$ cat src/rtl/music_pkg.sv
// Shared definitions for the buzzer playback path: duration codes, note codes,
// the note-to-half-period table used by the tone generator, and FSM encoding.
package music_pkg;

    localparam int unsigned TIMER_W     = 32;
    localparam int unsigned NOTE_CODE_W = 6;
    localparam int unsigned DUR_W       = 2;

    localparam logic [DUR_W-1:0] DUR_16  = 2'b00;
    localparam logic [DUR_W-1:0] DUR_8   = 2'b01;
    localparam logic [DUR_W-1:0] DUR_4   = 2'b10;
    localparam logic [DUR_W-1:0] DUR_END = 2'b11;

    localparam logic [NOTE_CODE_W-1:0] NOTE_REST    = 6'd0;
    localparam logic [NOTE_CODE_W-1:0] NOTE_DO_LOW  = 6'd1;
    localparam logic [NOTE_CODE_W-1:0] NOTE_RE_LOW  = 6'd2;
    localparam logic [NOTE_CODE_W-1:0] NOTE_MI_LOW  = 6'd3;
    localparam logic [NOTE_CODE_W-1:0] NOTE_FA_LOW  = 6'd4;
    localparam logic [NOTE_CODE_W-1:0] NOTE_SOL_LOW = 6'd5;
    localparam logic [NOTE_CODE_W-1:0] NOTE_LA_LOW  = 6'd6;
    localparam logic [NOTE_CODE_W-1:0] NOTE_SI_LOW  = 6'd7;
    localparam logic [NOTE_CODE_W-1:0] NOTE_DO      = 6'd8;
    localparam logic [NOTE_CODE_W-1:0] NOTE_RE      = 6'd9;
    localparam logic [NOTE_CODE_W-1:0] NOTE_MI      = 6'd10;
    localparam logic [NOTE_CODE_W-1:0] NOTE_FA      = 6'd11;
    localparam logic [NOTE_CODE_W-1:0] NOTE_SOL     = 6'd12;
    localparam logic [NOTE_CODE_W-1:0] NOTE_LA      = 6'd13;
    localparam logic [NOTE_CODE_W-1:0] NOTE_SI      = 6'd14;

    typedef enum logic [2:0] {
        ST_IDLE   = 3'd0,
        ST_FETCH  = 3'd1,
        ST_DECODE = 3'd2,
        ST_GAP    = 3'd3,
        ST_SOUND  = 3'd4
    } state_t;

    // Half-period in 100 MHz cycles (C4..B5); rest and unknown codes give 0.
    function automatic logic [TIMER_W-1:0] half_period(input logic [NOTE_CODE_W-1:0] code);
        case (code)
            NOTE_DO_LOW:  half_period = 32'd191113;
            NOTE_RE_LOW:  half_period = 32'd170264;
            NOTE_MI_LOW:  half_period = 32'd151685;
            NOTE_FA_LOW:  half_period = 32'd143172;
            NOTE_SOL_LOW: half_period = 32'd127551;
            NOTE_LA_LOW:  half_period = 32'd113636;
            NOTE_SI_LOW:  half_period = 32'd101239;
            NOTE_DO:      half_period = 32'd95557;
            NOTE_RE:      half_period = 32'd85132;
            NOTE_MI:      half_period = 32'd75843;
            NOTE_FA:      half_period = 32'd71586;
            NOTE_SOL:     half_period = 32'd63776;
            NOTE_LA:      half_period = 32'd56818;
            NOTE_SI:      half_period = 32'd50619;
            default:      half_period = 32'd0;
        endcase
    endfunction

    // Length multiplier in 16th steps; END maps to 1 and is never timed.
    function automatic logic [2:0] dur_mult(input logic [DUR_W-1:0] dur);
        case (dur)
            DUR_8:   dur_mult = 3'd2;
            DUR_4:   dur_mult = 3'd4;
            default: dur_mult = 3'd1;
        endcase
    endfunction

endpackage

$ cat src/rtl/note_timer.sv
// 32-bit down counter timing the gap and sound phases of a note.
module note_timer
    import music_pkg::*;
(
    input  logic               clk,
    input  logic               rst,
    input  logic               load,
    input  logic [TIMER_W-1:0] load_val,
    input  logic               en,
    output logic               expire
);

    logic [TIMER_W-1:0] count;

    always_ff @(posedge clk or posedge rst) begin
        if (rst) begin
            count <= '0;
        end else if (load) begin
            count <= load_val;
        end else if (en && (count != '0)) begin
            count <= count - TIMER_W'(1);
        end
    end

    assign expire = en && (count == '0);

endmodule

$ cat src/rtl/music_sequencer.sv
// Song playback controller: walks a song ROM and gates note codes to the tone
// generator with a silent lead-in gap before each sounding note.
module music_sequencer
    import music_pkg::*;
#(
    parameter int unsigned ADDR_W  = 8,
    parameter int unsigned NOTE_W  = 6,
    parameter int unsigned TICK_16 = 12_500_000,
    parameter int unsigned GAP_16  = 2_500_000
) (
    input  logic              clk,
    input  logic              rst,
    input  logic [2:0]        song_sel,
    input  logic              start,
    input  logic              pause,
    input  logic              loop_en,
    output logic [ADDR_W-1:0] rom_addr,
    input  logic [7:0]        rom_data,
    output logic [NOTE_W-1:0] note,
    output logic              note_valid,
    output logic              busy,
    output logic              done
);

    localparam int unsigned OFF_W = ADDR_W - 2;

    state_t              state, state_n;
    logic [ADDR_W-1:0]   addr_n;
    logic [NOTE_W-1:0]   note_n;
    logic [2:0]          mult, mult_n;
    logic [1:0]          song, song_n;
    logic                note_valid_n, busy_n, done_n;

    logic                sel_ok;
    logic [1:0]          sel_idx;
    logic [ADDR_W-1:0]   sel_base, song_base;
    logic                last_entry, at_end;
    logic [DUR_W-1:0]    dec_dur;
    logic [2:0]          dec_mult;
    logic                tmr_load, tmr_en, tmr_expire;
    logic [TIMER_W-1:0]  tmr_val;

    assign sel_ok     = (song_sel == 3'b001) || (song_sel == 3'b010) || (song_sel == 3'b100);
    assign sel_idx    = song_sel[2] ? 2'd2 : (song_sel[1] ? 2'd1 : 2'd0);
    assign sel_base   = {sel_idx, {OFF_W{1'b0}}};
    assign song_base  = {song, {OFF_W{1'b0}}};
    assign last_entry = &rom_addr[OFF_W-1:0];
    assign dec_dur    = rom_data[7:6];
    assign dec_mult   = dur_mult(dec_dur);

    note_timer u_timer (
        .clk      (clk),
        .rst      (rst),
        .load     (tmr_load),
        .load_val (tmr_val),
        .en       (tmr_en),
        .expire   (tmr_expire)
    );

    always_ff @(posedge clk or posedge rst) begin
        if (rst) begin
            state      <= ST_IDLE;
            rom_addr   <= '0;
            note       <= '0;
            mult       <= 3'd1;
            song       <= 2'd0;
            note_valid <= 1'b0;
            busy       <= 1'b0;
            done       <= 1'b0;
        end else begin
            state      <= state_n;
            rom_addr   <= addr_n;
            note       <= note_n;
            mult       <= mult_n;
            song       <= song_n;
            note_valid <= note_valid_n;
            busy       <= busy_n;
            done       <= done_n;
        end
    end

    always_comb begin
        state_n      = state;
        addr_n       = rom_addr;
        note_n       = note;
        mult_n       = mult;
        song_n       = song;
        note_valid_n = 1'b0;
        done_n       = 1'b0;
        at_end       = 1'b0;
        tmr_load     = 1'b0;
        tmr_val      = '0;
        tmr_en       = 1'b0;

        case (state)
            ST_IDLE: begin
                if (start && sel_ok) begin
                    addr_n  = sel_base;
                    song_n  = sel_idx;
                    state_n = ST_FETCH;
                end
            end
            ST_FETCH: state_n = ST_DECODE;
            ST_DECODE: begin
                note_n = NOTE_W'(rom_data[5:0]);
                mult_n = dec_mult;
                if (dec_dur == DUR_END) begin
                    at_end = 1'b1;
                end else begin
                    tmr_load = 1'b1;
                    tmr_val  = 32'(GAP_16) * 32'(dec_mult) - 32'd1;
                    state_n  = ST_GAP;
                end
            end
            ST_GAP: begin
                tmr_en = !pause;
                if (tmr_expire) begin
                    tmr_load     = 1'b1;
                    tmr_val      = 32'(TICK_16 - GAP_16) * 32'(mult) - 32'd1;
                    note_valid_n = (note != '0);
                    state_n      = ST_SOUND;
                end
            end
            ST_SOUND: begin
                tmr_en       = !pause;
                note_valid_n = (note != '0) && !pause;
                if (tmr_expire) begin
                    note_valid_n = 1'b0;
                    if (last_entry) begin
                        at_end = 1'b1;
                    end else begin
                        addr_n  = rom_addr + ADDR_W'(1);
                        state_n = ST_FETCH;
                    end
                end
            end
            default: state_n = ST_IDLE;
        endcase

        if (at_end) begin
            if (loop_en) begin
                addr_n  = song_base;
                state_n = ST_FETCH;
            end else begin
                done_n  = 1'b1;
                state_n = ST_IDLE;
            end
        end

        // Select/start overrides: bad select aborts, start restarts, a new song aborts.
        if (state != ST_IDLE) begin
            if (!sel_ok || (!start && (sel_idx != song))) begin
                state_n      = ST_IDLE;
                note_valid_n = 1'b0;
                done_n       = 1'b0;
            end else if (start) begin
                addr_n       = sel_base;
                song_n       = sel_idx;
                state_n      = ST_FETCH;
                note_valid_n = 1'b0;
                done_n       = 1'b0;
            end
        end

        busy_n = (state_n != ST_IDLE);
    end

endmodule
$ cat config.mk
export PLATFORM = sky130hd
export DESIGN_NAME = music_sequencer
export DESIGN_NICKNAME = d
export VERILOG_FILES = /design/src/rtl/music_pkg.sv /design/src/rtl/note_timer.sv /design/src/rtl/music_sequencer.sv
export SDC_FILE = /design/constraint.sdc
export NUM_CORES = 1
export LEC_CHECK = 0
export ABC_AREA = 0
export CORE_MARGIN = 3
export CORE_UTILIZATION = 45
export CTS_CLUSTER_DIAMETER = 150
export DETAILED_ROUTE_END_ITERATION = 12
export SLEW_MARGIN = 5
export SYNTH_ARGS = -nofsm -noshare
export SYNTH_HDL_FRONTEND = slang
export SYNTH_SLANG_ARGS = --single-unit
export TNS_END_PERCENT = 5
$ cat constraint.sdc
create_clock -name clk -period 9.1 [get_ports clk]
set_clock_uncertainty 0.15 [all_clocks]
set_input_delay 1.82 -clock clk [delete_from_list [all_inputs] [get_ports clk]]
set_output_delay 1.82 -clock clk [all_outputs]
set_load 0.02 [all_outputs]
=== Word-level counts from Yosys, hierarchy flattened ===
Index checks and enable logic that the tools add are counted.
W data, S select, Z words.

* Register bits: 57
* Input bits: 16
* Logic and storage cells: 98
* Output and inout bits: 17

* Reductions and logical operators: 20
* Add/subtract/negate cells: 4
* Equality and inequality tests: 11
* $mul: 2
* Muxes and demuxes: 52

{| class="wikitable"
|+ Operators by type and width
! kind !! count
|-
| $mux W32 || 4
|-
| $mux W8 || 8
|-
| $pmux W32 S2 || 1
|-
| $mul A17 B3 Y20 const A || 2
|-
| $logic_not A32 Y1 || 1
|-
| $reduce_bool A32 Y1 || 1
|-
| $sub A32 B1 Y32 const B || 1
|-
| $sub A27 B1 Y28 const B || 1
|-
| $mux W3 || 9
|-
| $sub A25 B1 Y26 const B || 1
|-
| $mux W1 || 18
|-
| $pmux W8 S2 || 1
|-
| $pmux W3 S5 || 1
|-
| $mux W2 || 6
|-
| $eq A3 B2 Y1 const B || 3
|-
| $add A8 B1 Y8 const B || 1
|-
| $eq A3 B1 Y1 const B || 2
|-
| $eq A3 B3 Y1 const B || 2
|-
| $pmux W1 S2 || 3
|-
| $pmux W3 S2 || 1
|-
| $reduce_and A6 Y1 || 1
|-
| $reduce_bool A3 Y1 || 2
|-
| $reduce_bool A6 Y1 || 1
|-
| $logic_and A1 B1 Y1 || 5
|-
| other kinds (8) || 13
|}

=== Longest topological paths before layout ===
Gate-level depths: netlist (run 1).

* Depth after elaboration: 11
* Gate-level depth with buffers: 13
* Depth with buffers taken out: 12

=== By module ===
A second synthesis (run 1) with hierarchy kept.

* Cells, all modules: 561
* Area, all modules: 4688.2 um^2

{| class="wikitable"
|+ By module, submodules not included
! module !! instances !! cells each !! area each (um^2)
|-
| music_sequencer || 1 || 333 || 2685.1
|-
| note_timer || 1 || 228 || 2003.2
|}

=== Worst setup path after synthesis (run 1) ===
Ideal clock, no wire load.

* Path kind: reg-to-reg
* Start: register mult[0]
* End: register u_timer.count[28]
* Setup slack: 5.097 ns
* Arrival: 3.774 ns
* Path buffers: 1
* Stages on the path, launching flop included: 14
* Data required time: 8.871 ns
* Library setup time: 0.079 ns
* Path through: dfstp_2 clkbuf_1 inv_1 ha_1 ha_1 inv_1 fa_1 o21ba_1 a2111oi_4 and4b_1 nor3_2 or4b_4 a31oi_1 a2bb2oi_1

* Cells in the longest elaborated chain, start to end: 5

{| class="wikitable"
|+ Ends and longest elaborated chain
! item !! RTL line !! text
|-
| start, declared || music_sequencer.sv:30 || <nowiki>logic [2:0] mult, mult_n;</nowiki>
|-
| start signal, assigned || music_sequencer.sv:74 || <nowiki>mult <= mult_n;</nowiki>
|-
| $mul A17 B3 Y20 || music_sequencer.sv:119 || <nowiki>tmr_val = 32'(TICK_16 - GAP_16) * 32'(mult) - 32'd1;</nowiki>
|-
| $sub A27 B1 Y28 || music_sequencer.sv:119 ||
|-
| $mux W32 || music_sequencer.sv:117 || <nowiki>if (tmr_expire) begin</nowiki>
|-
| $pmux W32 S2 || music_sequencer.sv:95 || <nowiki>case (state)</nowiki>
|-
| $mux W32 || note_timer.sv:18 || <nowiki>end else if (load) begin</nowiki>
|-
| end signal, assigned || note_timer.sv:19 || <nowiki>count <= load_val;</nowiki>
|-
| end signal, assigned || note_timer.sv:21 || <nowiki>count <= count - TIMER_W'(1);</nowiki>
|-
| end, declared || note_timer.sv:13 || <nowiki>logic [TIMER_W-1:0] count;</nowiki>
|}

Every way passes these cells.
A chain may end at the register's enable or synchronous reset.

=== Final worst setup path (run 1) ===
* Start: register mult[0]
* End: register u_timer.count[30]

Same word-level chain as after synthesis.

==> impl_metrics.py, run 1 <==
metrics = {
    "logic_synthesis": {
        "synth_compound_area_share_pct": 17.9,
        "synth_edf_count": 0,
        "synth_nets": 590,
        "synth-xor-area-share_pct": 7.18,
        "synth_top_family_by_area": "simple AND/OR/NAND/NOR gates",
        "syn_area_um2": 4510,
        "netlist_instances": 553,
        "ys_seq_elements": 57,
        "yosys.area.top_type": "dfrtp_1",
        "ys_seq_area_share_pct": 31.7,
        "ys_async_sr_fraction_pct": 100,
        "yosys.area_share.adder_pct": 5.99,
        "yosys_warnings": 0,
        "muxShareOfSynthArea_pct": 1.80,
        "synth_top_area_share_pct": 31.1,
        "ys.flop_type": "dfrtp_1",
        "yosys.area_share.simple_pct": 31.4,
        "yosys-top-cells-area": "dfrtp_1, ha_1, nand2_1",
        "syn-mean-instance-area_um2": 8.16,
        "ys_types": 73,
    },
    "clock_network": {
        "clock_path_buffers": 2,
        "insertion_delay_ns": 0.36,
        "numCtsBuffers": 9,
        "cts-resized-gates": 0,
        "cts.sink_count": 57,
        "cts-root-buf": "clkbuf_8",
        "clk_pin_slew_ns": 0.08,
        "htreeDepth": 3,
        "cts_hold_repair.buffers": 0,
        "cts_tree": "built",
        "cts_setup_buffers": 0,
    },
    "setup_path": {
        "r2r_start": "mult[0]",
        "cp-end-kind": "flip-flop",
        "ff2ff_path_depth": 12,
        "critPathArrivalTime_ns": 4.55,
        "r2r_slack_ns": 4.66,
        "cp-start-kind": "flip-flop",
        "crit_required_ns": 9.20,
        "critPathMaxFanout": 20,
        "reg2reg_to": "u_timer.count[30]",
        "critPathKind": "reg -> reg",
    },
    "placed_design": {
        "gp_congestion": 0.914,
        "dp_cells": 693,
        "dp_hpwl_um": 9960,
        "portBuffers": 32,
    },
    "final_layout": {
        "n_antenna_cell": 0,
        "n_fill_cell": 916,
        "stdcell_count": 709,
        "fin_nets": 612,
        "layout-drive-gt1-share_pct": 6.03,
        "syn_to_final_growth_pct": 13.7,
    },
    "global_routing": {
        "grt.total_usage_pct": 25.0,
        "grt_pass1_wl_um": 22500,
        "grt_max_degree": 58,
        "antenna_found_initial": 0,
        "grt.overflow.total": 0,
        "grt_pass1_vias": 4299,
    },
    "routing": {
        "drt-initial-drc-count": 257,
        "drt_wl_total_um": 13400,
        "antenna_left": 0,
        "route.detailed.drc": 0,
        "via_per_inst": 6.09,
        "avgRoutedWirePerCell_um": 19.0,
        "dr.pass1.iters": 5,
        "via_count": 4321,
    },
    "power_and_ir_drop": {
        "power.density_nw_per_um2": 263,
        "p_leak_uw": 0.00207,
        "finalPower_uw": 1350,
        "ir_worst_vdd_v": 0.000171,
    },
    "min_path": {
        "whs_endpoint": "note[4]",
        "holdCritPathClass": "reg -> reg",
        "holdPathStages": 2,
        "min-delay-start": "note[4]",
    },
    "timing": {
        "min_period_over_period_pct": 48.8,
        "maxSlewViolCount": 0,
        "worstMarginPinSlew_ns": 0.977,
        "grt_setup_unrepaired": "false",
        "final-setup-viol-count": 0,
        "max_freq_mhz": 225,
        "finalCriticalPeriod_ns": 4.44,
        "hold_violations": 0,
        "fin_setup_tns_ns": 0,
        "hold_ws_ns": 0.362,
        "slew_headroom_pct": 34.6,
    },
    "die": {
        "die_area_um2": 11300,
        "placeableCoreArea_um2": 9500,
        "rows": 35,
        "pin_count": 33,
        "die_w_um": 106,
        "die_height_um": 106,
        "start_util_pct": 47.5,
    },
    "status": {
        "status": "completed",
    },
    "job": {
        "max-cap-violations": 0,
    },
}
[layout make-up]
cell class                 instances  area, µm²  area share (%)
inverter                          19       71.3            1.39
tap                              129        161            3.15
multi-input combinational        453       2900            56.5
clock inverter                     5       77.6            1.51
timing repair buffer              35        343            6.68
sequential                        57       1430            27.8
clock buffer                      11        151            2.95
[through the flow]
| step | instance area (µm²) | utilization (%) | setup WS [ns] |
|---|---|---|---|
| finish | 5130 | 54.0 | 4.66 |
| global placement | 4900 | 51.6 | 4.64 |
| detailed placement | 4900 | 51.6 | 4.61 |
| global route | 5130 | 54.0 | 4.41 |
| CTS | 5130 | 54.0 | 4.69 |
| floorplan | 4510 | - | 5.10 |
[worst max path at each step]
stage | from | endpoint | slack [ns] | cells after the start
final | mult[0] | u_timer.count[30] | 4.66 | 12
after global routing | mult[0] | u_timer.count[30] | 4.41 | 12
after CTS | mult[0] | u_timer.count[30] | 4.69 | 12
after detailed placement | pause | u_timer.count[28] | 4.61 | 7
after global placement | pause | u_timer.count[28] | 4.64 | 7
after floorplan | mult[0] | u_timer.count[28] | 5.10 | 13
[critical path, stage by stage (launching register included)]
cell       delay [ns]
dfstp_2          0.80
inv_1            0.17
ha_1             0.44
ha_1             0.21
inv_1            0.06
fa_1             0.46
o21ba_1          0.25
a2111oi_4        0.42
o22ai_1          0.13
nor3_2           0.49
nor4b_2          0.18
and3_1           0.23
o32a_1           0.33
[per-layer routing]
metal / part of all wire [%] / vias up / GRT usage [%]
met1: 46 / 2076 / 34.2
met4: 2.6 / 0 / 8.97
met3: 5.9 / 28 / 5.65
li1: - / 2070 / -
met2: 46 / 147 / 38.6
met5: 0 / - / 0
[kinds of logic (layout without fill, tap and decap cells)]
logic type	Yosys count	count (layout)
xor+xnor	37	37
mux	8	8
fa+ha+maj	21	21
buf+inv	43	70
compound gates	121	121
simple gates	266	266
flops	57	57
[registers in the layout, summed over array words and instances (netlist names), named ones only]
| name | cells |
|---|---|
| u_timer.count | 32 |
| note_valid | 1 |
| song | 1 |
| mult | 3 |
| rom_addr | 8 |
| note | 6 |
| busy | 1 |
| done | 1 |
| state | 3 |
[cells in the mapped netlist, types with 3 or more instances]
master     count
mux2i_1        7
nand2b_1       7
clkbuf_1      17
nor3b_1        4
nor2_1        55
nor4_1        15
o21ai_0       29
o31ai_1        3
o22ai_1        9
and2_1         9
nand3b_1       5
or3_1          6
dfrtp_1       56
nor2b_1        6
inv_1         19
o211ai_1       6
nor3_1        23
and4_1         4
a21o_1         5
and3_1         5
o21a_1         4
a2bb2oi_1      4
a31oi_1        8
buf_2          4
nor4b_1        4
xnor2_1       22
ha_1          20
nand2_1       65
nand4_1       10
a21oi_1       26
nand4b_1       4
xor2_1        15
nand3_1       26
[report_power, final]
part	internal (µW)	total, µW	switching [µW]	leakage (µW)
combinational	265	650	385	0.00124
clock	168	279	111	0.000115
sequential	322	421	98.6	0.000721
total	755	1350	594	0.00207
[placed cells by master, fill, tap and decap left out, types with 5 or more instances in the layout]
cell	synthesis	final
nand3b_1	5	5
a21o_1	5	5
o211ai_1	6	6
and2_1	9	9
o22ai_1	9	9
nand2_1	65	65
nor2b_1	6	6
o21ai_0	29	29
nor3_1	23	23
or3_1	6	6
clkdlybuf4s50_1	0	32
nand2b_1	7	7
dfrtp_1	56	56
mux2i_1	7	7
ha_1	20	20
and3_1	5	5
nor2_1	55	55
nand4_1	10	10
inv_1	19	18
a31oi_1	8	8
xnor2_1	22	22
a21oi_1	26	26
nand3_1	26	26
xor2_1	15	15
nor4_1	15	15
clkbuf_8	0	11
(Power assumes the default switching activity.)
==> inputs of run 2 (changes only) <==
--- a/config.mk
+++ b/config.mk
@@ -10,6 +10,7 @@
 export CORE_UTILIZATION = 45
 export CTS_CLUSTER_DIAMETER = 150
 export DETAILED_ROUTE_END_ITERATION = 12
+export PLACE_DENSITY = 0.66
 export SLEW_MARGIN = 5
 export SYNTH_ARGS = -nofsm -noshare
 export SYNTH_HDL_FRONTEND = slang
==> constraint.sdc (replaced) <==
create_clock -name clk -period 4.05 [get_ports clk]
set_clock_uncertainty 0.15 [all_clocks]
set_input_delay 0.81 -clock clk [delete_from_list [all_inputs] [get_ports clk]]
set_output_delay 0.81 -clock clk [all_outputs]
set_load 0.02 [all_outputs]
==> impl_metrics.py, run 2 (synthesized netlist as in run 1, its figures left out) <==
metrics = {
    "status": {
        "status": "completed",
    },
    "clock_network": {
        "cts_setup_buffers": 0,
        "numCtsBuffers": 9,
        "clk_pin_slew_ns": 0.08,
        "clock_path_buffers": 2,
        "cts-root-buf": "clkbuf_8",
        "insertion_delay_ns": 0.36,
        "cts_tree": "built",
        "htreeDepth": 3,
        "cts_hold_repair.buffers": 0,
        "cts.sink_count": 57,
    },
    "final_layout": {
        "n_antenna_cell": 0,
        "largest_reg_flops": 32,
        "layout_common_cells": "nand2_1, dfrtp_1, nor2_1, clkdlybuf4s50_1, o21ai_0",
        "largest-register": "u_timer.count",
        "largestRegisters": "u_timer.count x32, rom_addr x8, note x6",
        "design_area_um2": 5200,
        "syn_to_final_growth_pct": 15.4,
        "fin_nets": 622,
        "final_common_cell": "nand2_1",
        "layout-drive-gt1-share_pct": 7.63,
    },
    "die": {
        "die_area_um2": 11300,
        "start_util_pct": 47.5,
        "rows": 35,
        "die_w_um": 106,
        "placeableCoreArea_um2": 9500,
        "pin_count": 33,
        "die_height_um": 106,
    },
    "setup_path": {
        "setup.worst_path.start": "mult[0]",
        "crit_path_end": "u_timer.count[30]",
        "critPathArrivalTime_ns": 3.93,
        "cp.depth": 12,
        "r2r_slack_ns": 0.22,
        "crit_family": "compound AO/OA/AOI/OAI gates",
        "slowest_stage": "dfstp_2",
        "critPathKind": "reg -> reg",
        "ff2ff_path_depth": 12,
        "r2r_start": "mult[0]",
        "critPathBufInv": 2,
        "max_stage_delay_ns": 0.59,
        "cp-start-kind": "flip-flop",
        "crit_required_ns": 4.15,
        "cp-end-kind": "flip-flop",
        "reg2reg_to": "u_timer.count[30]",
        "cp_cell_sequence": "inv_1 > ha_1 > ha_1 > inv_1 > fa_1 > o21ba_1 > a2111oi_4 > o22ai_1 > nor3_2 > nor4b_2 > and3_1 > o32a_1",
        "critPathMaxFanout": 8,
    },
    "routing": {
        "antenna_left": 0,
        "via_per_inst": 6.17,
        "drt_wl_total_um": 13300,
        "route.detailed.drc": 0,
        "drt-initial-drc-count": 351,
        "avgRoutedWirePerCell_um": 18.5,
        "dr.pass1.iters": 5,
        "via_count": 4436,
    },
    "power_and_ir_drop": {
        "p_leak_uw": 0.00211,
        "finalPower_uw": 3050,
        "power.density_nw_per_um2": 586,
        "ir_worst_vdd_v": 0.000277,
    },
    "global_routing": {
        "grt.overflow.total": 0,
        "grt_pass1_vias": 4298,
        "grt_max_degree": 35,
        "antenna_found_initial": 0,
        "grt_pass1_wl_um": 22300,
        "grt.total_usage_pct": 24.7,
    },
    "timing": {
        "final-setup-viol-count": 0,
        "hold_ws_ns": 0.378,
        "setup_slack_ns": 0.217,
        "grt_setup_unrepaired": "false",
        "worstMarginPinSlew_ns": 1.06,
        "hold_violations": 0,
        "min_period_over_period_pct": 94.6,
        "fin_setup_tns_ns": 0,
        "maxSlewViolCount": 0,
        "finalCriticalPeriod_ns": 3.83,
        "max_freq_mhz": 261,
        "slew_headroom_pct": 29.2,
    },
    "placed_design": {
        "portBuffers": 32,
        "gp_congestion": 0.964,
        "post_dp_cell_area_um2": 4980,
        "dp_hpwl_um": 10100,
        "place_ws_ns": 0.191,
    },
    "min_path": {
        "holdCritPathClass": "reg -> reg",
    },
    "job": {
        "max-cap-violations": 0,
    },
}
[run 2: cell types whose count changed in the layout (fill, tap and decap cells not counted), sizes merged]
cell / delta
buf: +10
clkinvlp: +2
clkbuf: -1
clkinv: -1
[run 2: where the power goes]
group / switching [µW] / internal [µW]
Combinational: 912 / 622
Clock: 260 / 364
Sequential: 169 / 724
Total: 1340 / 1710
[run 2: how the worst min path moves through the flow]
| stage | depth (start not counted) | end | startpoint | slack, ns |
|---|---|---|---|---|
| 2_1_floorplan | 2 | u_timer.count[1] | u_timer.count[1] | 0.34 |
| 3_3_place_gp | 2 | note[1] | note[1] | 0.35 |
| 3_5_place_dp | 2 | note[0] | note[0] | 0.36 |
| 4_1_cts | 2 | note[0] | note[0] | 0.38 |
| 5_1_grt | 2 | note[5] | note[5] | 0.42 |
| 6_report | 2 | note[5] | note[5] | 0.38 |
[run 2: layout make-up]
type	count	area (µm²)
Fill cell	906	4300
Tap cell	129	161
Clock buffer	10	138
Multi-Input combinational cell	453	2900
Timing Repair Buffer	45	418
Clock inverter	6	91.3
Inverter	19	71.3
Sequential cell	57	1430
[run 2: stage by stage]
stage,std cells,util [%]
detailed placement,703,52.4
finish,719,54.8
floorplan,553,-
CTS,719,54.8
global route,719,54.8
global placement,703,52.4
[run 2: routing by layer]
metal	routed length [µm]	GRT usage [%]	up-vias
li1	-	-	2084
met1	5990	33.6	2135
met2	6150	39.5	185
met3	858	4.68	32
met4	329	8.14	0
met5	0	0	-
[run 2: repair_timing]
action                                  4_1_cts  5_1_grt
endpoints found under the setup margin        0        2
resized for setup                             0        0
hold endpoints to repair                      0        0
[run 2: worst min-delay path, delay by kind of cell, from the launching register on]
kind	cells	cell delay, ns
flops	1	0.38
simple gates	2	0.12
==> inputs of run 3 (changes only) <==
--- a/config.mk
+++ b/config.mk
@@ -6,6 +6,7 @@
 export NUM_CORES = 1
 export LEC_CHECK = 0
 export ABC_AREA = 0
+export ABC_CLOCK_PERIOD_IN_PS = 4050
 export CORE_MARGIN = 3
 export CORE_UTILIZATION = 45
 export CTS_CLUSTER_DIAMETER = 150
==> results of run 3 <==
The final DEF is identical to that of run 2; final timing and power are the same.
